## config.mk

```make
export PLATFORM = sky130hd
export DESIGN_NAME = exe_stage
export DESIGN_NICKNAME = d
export VERILOG_FILES = /design/src/rtl/exe_stage_pkg.sv /design/src/rtl/alu.sv /design/src/rtl/es_store_gen.sv /design/src/rtl/exe_stage.sv
export SDC_FILE = /design/constraint.sdc
export NUM_CORES = 2
export LEC_CHECK = 0
export BUFFER_PORTS_ARGS = -buffer_cell sky130_fd_sc_hd__buf_2
export CORE_ASPECT_RATIO = 0.8
export CORE_UTILIZATION = 44
export DETAILED_ROUTE_END_ITERATION = 10
export MAX_ROUTING_LAYER = met4
export PLACE_DENSITY = 0.6
export SYNTH_ARGS = -nofsm -noshare
export SYNTH_HDL_FRONTEND = slang
export SYNTH_HIERARCHICAL = 1
export SYNTH_SLANG_ARGS = --single-unit
```

## constraint.sdc

```tcl
create_clock -name clk -period 9.8 [get_ports clk]
set_input_delay 0.98 -clock clk [delete_from_list [all_inputs] [get_ports clk]]
set_output_delay 0.98 -clock clk [all_outputs]
set_load 0.1 [all_outputs]
```

## src/rtl/exe_stage_pkg.sv

```systemverilog
// Shared definitions for the execute stage: bus layouts, alu_op bit indices and
// memory access size encodings.
package exe_stage_pkg;

  localparam int DS_TO_ES_BUS_WD = 158;
  localparam int ES_TO_MS_BUS_WD = 76;

  localparam int OP_ADD   = 0;
  localparam int OP_SUB   = 1;
  localparam int OP_SLT   = 2;
  localparam int OP_SLTU  = 3;
  localparam int OP_AND   = 4;
  localparam int OP_NOR   = 5;
  localparam int OP_OR    = 6;
  localparam int OP_XOR   = 7;
  localparam int OP_SLL   = 8;
  localparam int OP_SRL   = 9;
  localparam int OP_SRA   = 10;
  localparam int OP_LUI   = 11;
  localparam int OP_MUL   = 12;
  localparam int OP_MULH  = 13;
  localparam int OP_MULHU = 14;
  localparam int OP_DIV   = 15;
  localparam int OP_MOD   = 16;
  localparam int OP_DIVU  = 17;
  localparam int OP_MODU  = 18;

  localparam logic [1:0] MEM_BYTE = 2'd0;
  localparam logic [1:0] MEM_HALF = 2'd1;
  localparam logic [1:0] MEM_WORD = 2'd2;

  // One quotient bit per step of the iterative divider
  localparam logic [5:0] DIV_STEPS = 6'd32;

  typedef struct packed {
    logic [18:0] alu_op;
    logic [31:0] alu_src1;
    logic [31:0] alu_src2;
    logic [31:0] rkd_value;
    logic [31:0] pc;
    logic [4:0]  dest;
    logic        gr_we;
    logic        mem_we;
    logic        res_from_mem;
    logic [1:0]  mem_size;
    logic        load_sign;
  } ds_to_es_bus_t;

  typedef struct packed {
    logic [31:0] pc;
    logic [31:0] es_result;
    logic [4:0]  dest;
    logic        gr_we;
    logic        res_from_mem;
    logic [1:0]  mem_size;
    logic        load_sign;
    logic [1:0]  addr_low;
  } es_to_ms_bus_t;

endpackage

```

## src/rtl/alu.sv

```systemverilog
// Integer ALU with a multi-cycle restoring divider; div_delay counts the steps
// still outstanding and reaches 0 in the cycle the quotient/remainder is valid.
module alu
  import exe_stage_pkg::*;
(
  input  logic        clk,
  input  logic        reset,
  input  logic [18:0] alu_op,
  input  logic [31:0] alu_src1,
  input  logic [31:0] alu_src2,
  output logic [31:0] alu_result,
  output logic [5:0]  div_delay
);

  logic        div_busy_r, div_neg_q_r, div_neg_r_r;
  logic [5:0]  div_cnt_r;
  logic [31:0] div_rem_r, div_quo_r, div_dsr_r;
  logic        dividend_tvalid;
  logic        is_div_s, div_signed_s;
  logic [31:0] src1_abs_s, src2_abs_s, quo_fix_s, rem_fix_s, sra_s;
  logic [32:0] div_shift_s, div_diff_s;
  logic signed [63:0] mul_a_s, mul_b_s, mul_p_s;

  assign is_div_s        = |alu_op[OP_MODU:OP_DIV];
  assign div_signed_s    = alu_op[OP_DIV] | alu_op[OP_MOD];
  assign dividend_tvalid = is_div_s & ~div_busy_r;
  assign src1_abs_s      = (div_signed_s & alu_src1[31]) ? (32'd0 - alu_src1) : alu_src1;
  assign src2_abs_s      = (div_signed_s & alu_src2[31]) ? (32'd0 - alu_src2) : alu_src2;
  assign div_shift_s     = {div_rem_r, div_quo_r[31]};
  assign div_diff_s      = div_shift_s - {1'b0, div_dsr_r};
  assign quo_fix_s       = div_neg_q_r ? (32'd0 - div_quo_r) : div_quo_r;
  assign rem_fix_s       = div_neg_r_r ? (32'd0 - div_rem_r) : div_rem_r;

  // Start cycle reports one extra step so a fresh divide never looks finished
  always_comb begin
    div_delay = 6'd0;
    if (div_busy_r) begin
      div_delay = div_cnt_r;
    end else if (dividend_tvalid) begin
      div_delay = DIV_STEPS + 6'd1;
    end else begin
      div_delay = 6'd0;
    end
  end

  // Divider state: latch magnitudes on start, one restoring step per cycle
  always_ff @(posedge clk) begin
    if (reset) begin
      div_busy_r  <= 1'b0;
      div_cnt_r   <= 6'd0;
      div_rem_r   <= 32'd0;
      div_quo_r   <= 32'd0;
      div_dsr_r   <= 32'd0;
      div_neg_q_r <= 1'b0;
      div_neg_r_r <= 1'b0;
    end else if (dividend_tvalid) begin
      div_busy_r  <= 1'b1;
      div_cnt_r   <= DIV_STEPS;
      div_rem_r   <= 32'd0;
      div_quo_r   <= src1_abs_s;
      div_dsr_r   <= src2_abs_s;
      div_neg_q_r <= div_signed_s & (alu_src1[31] ^ alu_src2[31]);
      div_neg_r_r <= div_signed_s & alu_src1[31];
    end else if (div_busy_r && (div_cnt_r != 6'd0)) begin
      div_cnt_r <= div_cnt_r - 6'd1;
      if (!div_diff_s[32]) begin
        div_rem_r <= div_diff_s[31:0];
        div_quo_r <= {div_quo_r[30:0], 1'b1};
      end else begin
        div_rem_r <= div_shift_s[31:0];
        div_quo_r <= {div_quo_r[30:0], 1'b0};
      end
    end else if (div_busy_r) begin
      div_busy_r <= 1'b0;
    end else begin
      div_busy_r <= div_busy_r;
    end
  end

  assign sra_s   = $unsigned($signed(alu_src1) >>> alu_src2[4:0]);
  assign mul_a_s = {{32{alu_op[OP_MULH] & alu_src1[31]}}, alu_src1};
  assign mul_b_s = {{32{alu_op[OP_MULH] & alu_src2[31]}}, alu_src2};
  assign mul_p_s = mul_a_s * mul_b_s;

  assign alu_result =
      ({32{alu_op[OP_ADD]}}  & (alu_src1 + alu_src2))
    | ({32{alu_op[OP_SUB]}}  & (alu_src1 - alu_src2))
    | ({32{alu_op[OP_SLT]}}  & {31'd0, $signed(alu_src1) < $signed(alu_src2)})
    | ({32{alu_op[OP_SLTU]}} & {31'd0, alu_src1 < alu_src2})
    | ({32{alu_op[OP_AND]}}  & (alu_src1 & alu_src2))
    | ({32{alu_op[OP_NOR]}}  & ~(alu_src1 | alu_src2))
    | ({32{alu_op[OP_OR]}}   & (alu_src1 | alu_src2))
    | ({32{alu_op[OP_XOR]}}  & (alu_src1 ^ alu_src2))
    | ({32{alu_op[OP_SLL]}}  & (alu_src1 << alu_src2[4:0]))
    | ({32{alu_op[OP_SRL]}}  & (alu_src1 >> alu_src2[4:0]))
    | ({32{alu_op[OP_SRA]}}  & sra_s)
    | ({32{alu_op[OP_LUI]}}  & alu_src2)
    | ({32{alu_op[OP_MUL]}}  & mul_p_s[31:0])
    | ({32{alu_op[OP_MULH] | alu_op[OP_MULHU]}} & mul_p_s[63:32])
    | ({32{alu_op[OP_DIV] | alu_op[OP_DIVU]}}   & quo_fix_s)
    | ({32{alu_op[OP_MOD] | alu_op[OP_MODU]}}   & rem_fix_s);

endmodule

```

## src/rtl/es_store_gen.sv

```systemverilog
// Byte-lane write strobes and lane-replicated store data for the data SRAM.
module es_store_gen
  import exe_stage_pkg::*;
(
  input  logic        mem_we,
  input  logic [1:0]  mem_size,
  input  logic [1:0]  addr_low,
  input  logic [31:0] rkd_value,
  output logic [3:0]  we,
  output logic [31:0] wdata
);

  logic [3:0] lane_mask_s;

  // Size-dependent lane mask and replicated data
  always_comb begin
    lane_mask_s = 4'b0000;
    wdata       = rkd_value;
    case (mem_size)
      MEM_BYTE: begin
        lane_mask_s = 4'b0001;
        wdata       = {4{rkd_value[7:0]}};
      end
      MEM_HALF: begin
        lane_mask_s = 4'b0011;
        wdata       = {2{rkd_value[15:0]}};
      end
      MEM_WORD: begin
        lane_mask_s = 4'b1111;
        wdata       = rkd_value;
      end
      default: begin
        lane_mask_s = 4'b0000;
        wdata       = rkd_value;
      end
    endcase
  end

  // Strobes only for stores; lanes shifted past bit 3 are dropped
  always_comb begin
    we = 4'b0000;
    if (mem_we) begin
      we = lane_mask_s << addr_low;
    end else begin
      we = 4'b0000;
    end
  end

endmodule

```

## src/rtl/exe_stage.sv

```systemverilog
// Execute pipeline stage: runs the ALU, holds divides until their result is
// captured, issues data SRAM requests and drives the EXE forwarding port.
module exe_stage
  import exe_stage_pkg::*;
(
  input  logic                       clk,
  input  logic                       reset,
  input  logic                       ds_to_es_valid,
  input  logic [DS_TO_ES_BUS_WD-1:0] ds_to_es_bus,
  output logic                       es_allowin,
  input  logic                       ms_allowin,
  output logic                       es_to_ms_valid,
  output logic [ES_TO_MS_BUS_WD-1:0] es_to_ms_bus,
  output logic                       data_sram_en,
  output logic [3:0]                 data_sram_we,
  output logic [31:0]                data_sram_addr,
  output logic [31:0]                data_sram_wdata,
  output logic                       es_fwd_valid,
  output logic                       es_fwd_is_load,
  output logic [4:0]                 es_fwd_dest,
  output logic [31:0]                es_fwd_data
);

  ds_to_es_bus_t es_bus_r;
  es_to_ms_bus_t es_to_ms_s;
  logic          es_valid_r, div_done_r;
  logic [31:0]   div_result_r;
  logic          es_ready_go_s, es_is_div_s;
  logic [18:0]   alu_op_s;
  logic [31:0]   alu_result_s, es_result_s;
  logic [5:0]    div_delay_s;

  assign es_is_div_s    = |es_bus_r.alu_op[OP_MODU:OP_DIV];
  assign es_ready_go_s  = ~(es_valid_r & es_is_div_s & ~div_done_r);
  assign es_allowin     = ~es_valid_r | (es_ready_go_s & ms_allowin);
  assign es_to_ms_valid = es_valid_r & es_ready_go_s;

  // Pipeline valid and instruction register
  always_ff @(posedge clk) begin
    if (reset) begin
      es_valid_r <= 1'b0;
      es_bus_r   <= '{default: 1'b0};
    end else if (es_allowin) begin
      es_valid_r <= ds_to_es_valid;
      if (ds_to_es_valid) begin
        es_bus_r <= ds_to_es_bus;
      end else begin
        es_bus_r <= es_bus_r;
      end
    end else begin
      es_valid_r <= es_valid_r;
      es_bus_r   <= es_bus_r;
    end
  end

  // Masking the divide bits once done keeps the divider from restarting
  always_comb begin
    alu_op_s = 19'd0;
    if (!es_valid_r) begin
      alu_op_s = 19'd0;
    end else if (div_done_r) begin
      alu_op_s = {4'b0000, es_bus_r.alu_op[OP_MULHU:OP_ADD]};
    end else begin
      alu_op_s = es_bus_r.alu_op;
    end
  end

  alu u_alu (
    .clk        (clk),
    .reset      (reset),
    .alu_op     (alu_op_s),
    .alu_src1   (es_bus_r.alu_src1),
    .alu_src2   (es_bus_r.alu_src2),
    .alu_result (alu_result_s),
    .div_delay  (div_delay_s)
  );

  // Divide completion flag and held result, released when MEM takes it
  always_ff @(posedge clk) begin
    if (reset) begin
      div_done_r   <= 1'b0;
      div_result_r <= 32'd0;
    end else if (es_to_ms_valid && ms_allowin) begin
      div_done_r   <= 1'b0;
      div_result_r <= div_result_r;
    end else if (es_valid_r && es_is_div_s && !div_done_r && (div_delay_s == 6'd0)) begin
      div_done_r   <= 1'b1;
      div_result_r <= alu_result_s;
    end else begin
      div_done_r   <= div_done_r;
      div_result_r <= div_result_r;
    end
  end

  assign es_result_s = div_done_r ? div_result_r : alu_result_s;

  es_store_gen u_store_gen (
    .mem_we    (es_bus_r.mem_we),
    .mem_size  (es_bus_r.mem_size),
    .addr_low  (es_result_s[1:0]),
    .rkd_value (es_bus_r.rkd_value),
    .we        (data_sram_we),
    .wdata     (data_sram_wdata)
  );

  assign data_sram_en   = es_valid_r & (es_bus_r.mem_we | es_bus_r.res_from_mem)
                        & es_ready_go_s & ms_allowin;
  assign data_sram_addr = es_result_s;

  assign es_to_ms_s.pc           = es_bus_r.pc;
  assign es_to_ms_s.es_result    = es_result_s;
  assign es_to_ms_s.dest         = es_bus_r.dest;
  assign es_to_ms_s.gr_we        = es_bus_r.gr_we;
  assign es_to_ms_s.res_from_mem = es_bus_r.res_from_mem;
  assign es_to_ms_s.mem_size     = es_bus_r.mem_size;
  assign es_to_ms_s.load_sign    = es_bus_r.load_sign;
  assign es_to_ms_s.addr_low     = es_result_s[1:0];
  assign es_to_ms_bus            = es_to_ms_s;

  assign es_fwd_valid   = es_valid_r & es_bus_r.gr_we & (es_bus_r.dest != 5'd0);
  assign es_fwd_is_load = es_bus_r.res_from_mem;
  assign es_fwd_dest    = es_bus_r.dest;
  assign es_fwd_data    = es_result_s;

endmodule
```

==> results.json <==
{
  "synth-simple-area-share_pct": 16.6,
  "p_clk_share_pct": 15.5,
  "rsz0062_at_grt": "true",
  "cts.sinks": 297,
  "violations": "capacitance limit, setup timing",
  "dr.pass1.iters": 9,
  "ys.warnings.count": 6,
  "finalSetupViolCount": 51,
  "layout_commonest_cell": "inv_1",
  "intPower_mw": 4.89,
  "ys_types": 86,
  "start_kind": "flip-flop",
  "crit_type": "reg2out",
  "die_area_um2": 149000,
  "synthAdderAreaFrac_pct": 41.4,
  "worst_pin_slew_ns": 1.46,
  "tns_ns": -5.80,
  "seq_power_share_pct": 13.2,
  "leakagePower_nw": 35.5,
  "muxShareOfSynthArea_pct": 6.66,
  "areaGrowthSynthToFinish_pct": 21.4,
  "hpwl_um": 247000,
  "cap_violations": 1,
  "synth-seq-cells": 297,
  "holdBufCountCts": 0,
  "endpoint_kind": "primary output",
  "finalWorstSetupSlack_ns": -0.400,
  "cts_tree": "done",
  "swShare_pct": 54.0,
  "row_count": 125,
  "gp_congestion": 1.10,
  "syn_inst": 7762,
  "yosys.area_share.xor_xnor_pct": 3.39,
  "wl_per_cell_um": 30.1,
  "seq_area_frac_synth_pct": 9.13,
  "grt_max_degree": 119,
  "dieWidth_um": 432,
  "relSlewSlack_pct": 1.53,
  "drtIter0Drc": 7820,
  "synth_edf_count": 0,
  "post-route-period-util_pct": 104,
  "async_reset_ff_share_pct": 0,
  "utilization_pct": 54.1,
  "drc_errors": 0,
  "placed_area_um2": 73000,
  "worstPathRequired_ns": 8.82,
  "grt_pass1_vias": 59800,
  "hold_violations": 0,
  "final_nets": 9900,
  "crit_path_max_incr_delay_ns": 0.62,
  "clock_path_buffers": 3,
  "avgSynthCellArea_um2": 8.39,
  "critPathMostFrequentCell": "fa_1",
  "num_vias": 60700,
  "switchingPower_mw": 5.75,
  "routed_wl_um": 310000,
  "synth_top_family_by_area": "adder cells",
  "htree_levels": 2,
  "vdd_drop_max_v": 0.000189,
  "cp_max_fo": 6,
  "drive_gt1_share_pct": 21.3,
  "grt_pass1_wl_um": 438000,
  "numCtsBuffers": 40,
  "vias_per_cell": 5.90,
  "crit_path_top_delay_cell": "fa_2",
  "fill_cells": 13500,
  "wl_met1_um": 128000,
  "max_freq_ghz": 0.0980,
  "final_cell_area_um2": 79000,
  "hold_class": "reg2reg",
  "die_h_um": 346,
  "overflow": 0,
  "min_period_ns": 10.20,
  "arrival_ns": 9.22,
  "final_cell_mix": "inv_1, fa_1, nand2_1, buf_4, nor2_1",
  "synth-compound-area-share_pct": 10.8,
  "ant_nets": 0,
  "p_comb_share_pct": 71.3,
  "clock_skew_ns": 0.0756,
  "antenna_found_initial": 45,
  "clk_latency_ns": 0.67,
  "cts-root-buf": "clkbuf_16",
  "wl_met3_um": 40100,
  "mappedNetlistNets": 9403,
  "synth_area_um2": 65100,
  "path_clk_slew_ns": 0.09,
  "slew_viol_final": 0,
  "initial_core_util_pct": 44.6,
  "coreArea_um2": 146000,
  "status": "complete, but fails checks",
  "io_pins": 348,
  "total_power_mw": 10.6,
  "power_density_nw_per_um2": 135,
  "dr.max_layer_used": "met4",
  "track_usage_pct": 42.0,
  "synthFlopType": "dfxtp_1",
  "io_buffers": 347,
  "route.met2.wl_um": 128000
}
## layout make-up
type / instances / area [um^2] / share of cell area [%]
diodes: 42 / 105 / 0.133
flip-flops and latches: 297 / 6080 / 7.70
multi-input cells: 5542 / 53600 / 67.9
clock buffers: 49 / 1110 / 1.41
well taps: 1968 / 2460 / 3.12
clock inverters: 24 / 290 / 0.367
repair buffers: 1089 / 10400 / 13.2
inverters: 1289 / 4940 / 6.25
## layer usage
| metal | up-vias | global-route usage [%] |
|---|---|---|
| met5 | - | - |
| met2 | 3749 | 57.7 |
| met3 | 626 | 12.9 |
| met1 | 30800 | 57.7 |
| li1 | 25600 | - |
| met4 | 0 | 15.4 |
## power by group through the flow
stage                     Combinational, mW  Sequential [mW]  Clock (mW)
after floorplan                        4.01             1.38           0
after global placement                 6.66             1.43           0
after detailed placement               6.66             1.43           0
after CTS                              7.09             1.40        1.66
after global routing                   7.88             1.42        1.70
final                                  7.59             1.41        1.65
## synthesized netlist by cell type (all sizes together) (31+ instances only)
master  number  area, um^2
nand2b     410        2570
clkbuf     375        1410
o31ai       39         307
and2        43         269
mux2i      278        2780
fa        1128       22600
nand3      101         505
a31oi       39         244
mux4        38         856
xor2        74         648
and3        34         213
mux2        61         694
a22oi       53         398
nor2       602        2280
inv       1276        4790
o21ai      206        1030
a21o        39         293
ha         351        4390
a21oi      284        1420
dfxtp      297        5950
o211ai      31         233
buf        259        1530
nand2      976        3660
a211oi      70         531
a221oi      37         324
nor3        69         345
xnor2      178        1560
## registers in the layout (all words and copies together), names as in the netlist, 5 cells and up
name / cells
u_alu/div_quo_r: 32
u_alu/div_cnt_r: 6
u_alu/div_dsr_r: 32
es_fwd_dest: 5
u_alu/div_rem_r: 32
es_bus_r: 116
div_result_r: 32
es_to_ms_bus: 36
## worst max-delay path, delay by kind of cell (launching register included)
kind | cells | cell delay [ns]
buffers and inverters | 9 | 0.92
AO/OA/AOI/OAI | 6 | 1.95
flip-flops | 1 | 0.32
adder cells (fa/ha/maj) | 9 | 4.27
AND/OR/NAND/NOR | 4 | 0.75
multiplexers | 1 | 0.35
## final timing paths
check	start	endpoint	slack [ns]	cells after the start
max	es_bus_r[152]$_SDFFE_PP0P_	data_sram_addr[28]	-0.40	29
min	u_alu/div_dsr_r[30]$_SDFFE_PP0P_	u_alu/div_dsr_r[30]$_SDFFE_PP0P_	0.47	2
max reg2reg	es_bus_r[152]$_SDFFE_PP0P_	div_result_r[28]$_SDFFE_PP0P_	1.50	29
min reg2reg	u_alu/div_dsr_r[30]$_SDFFE_PP0P_	u_alu/div_dsr_r[30]$_SDFFE_PP0P_	0.47	2
## cell families (layout without fill, tap and decap cells)
family	after synthesis	count (layout)
adder cells (fa/ha/maj)	1479	1479
AND/OR/NAND/NOR	2376	2376
multiplexers	377	377
flip-flops	297	297
XOR/XNOR	252	252
AO/OA/AOI/OAI	1058	1058
other	0	42
buffers and inverters	1923	2451
## per-stage QoR
stage / setup slack, ns / cells / hold WS [ns]
floorplan: -0.0116 / 7762 / 0.432
global route: -0.436 / 10300 / 0.489
CTS: -0.240 / 10200 / 0.465
detailed placement: -0.498 / 10000 / 0.449
finish: -0.400 / 10300 / 0.466
global placement: -0.428 / 10000 / 0.446
## timing repair
item                                    CTS  global route
resized for setup                       460           293
gates cloned                              5             3
setup buffers                           100            60
hold endpoints to repair                  0             0
pin swaps                               116           136
endpoints found under the setup margin  102            98
Power figures use the tool's default switching activity.
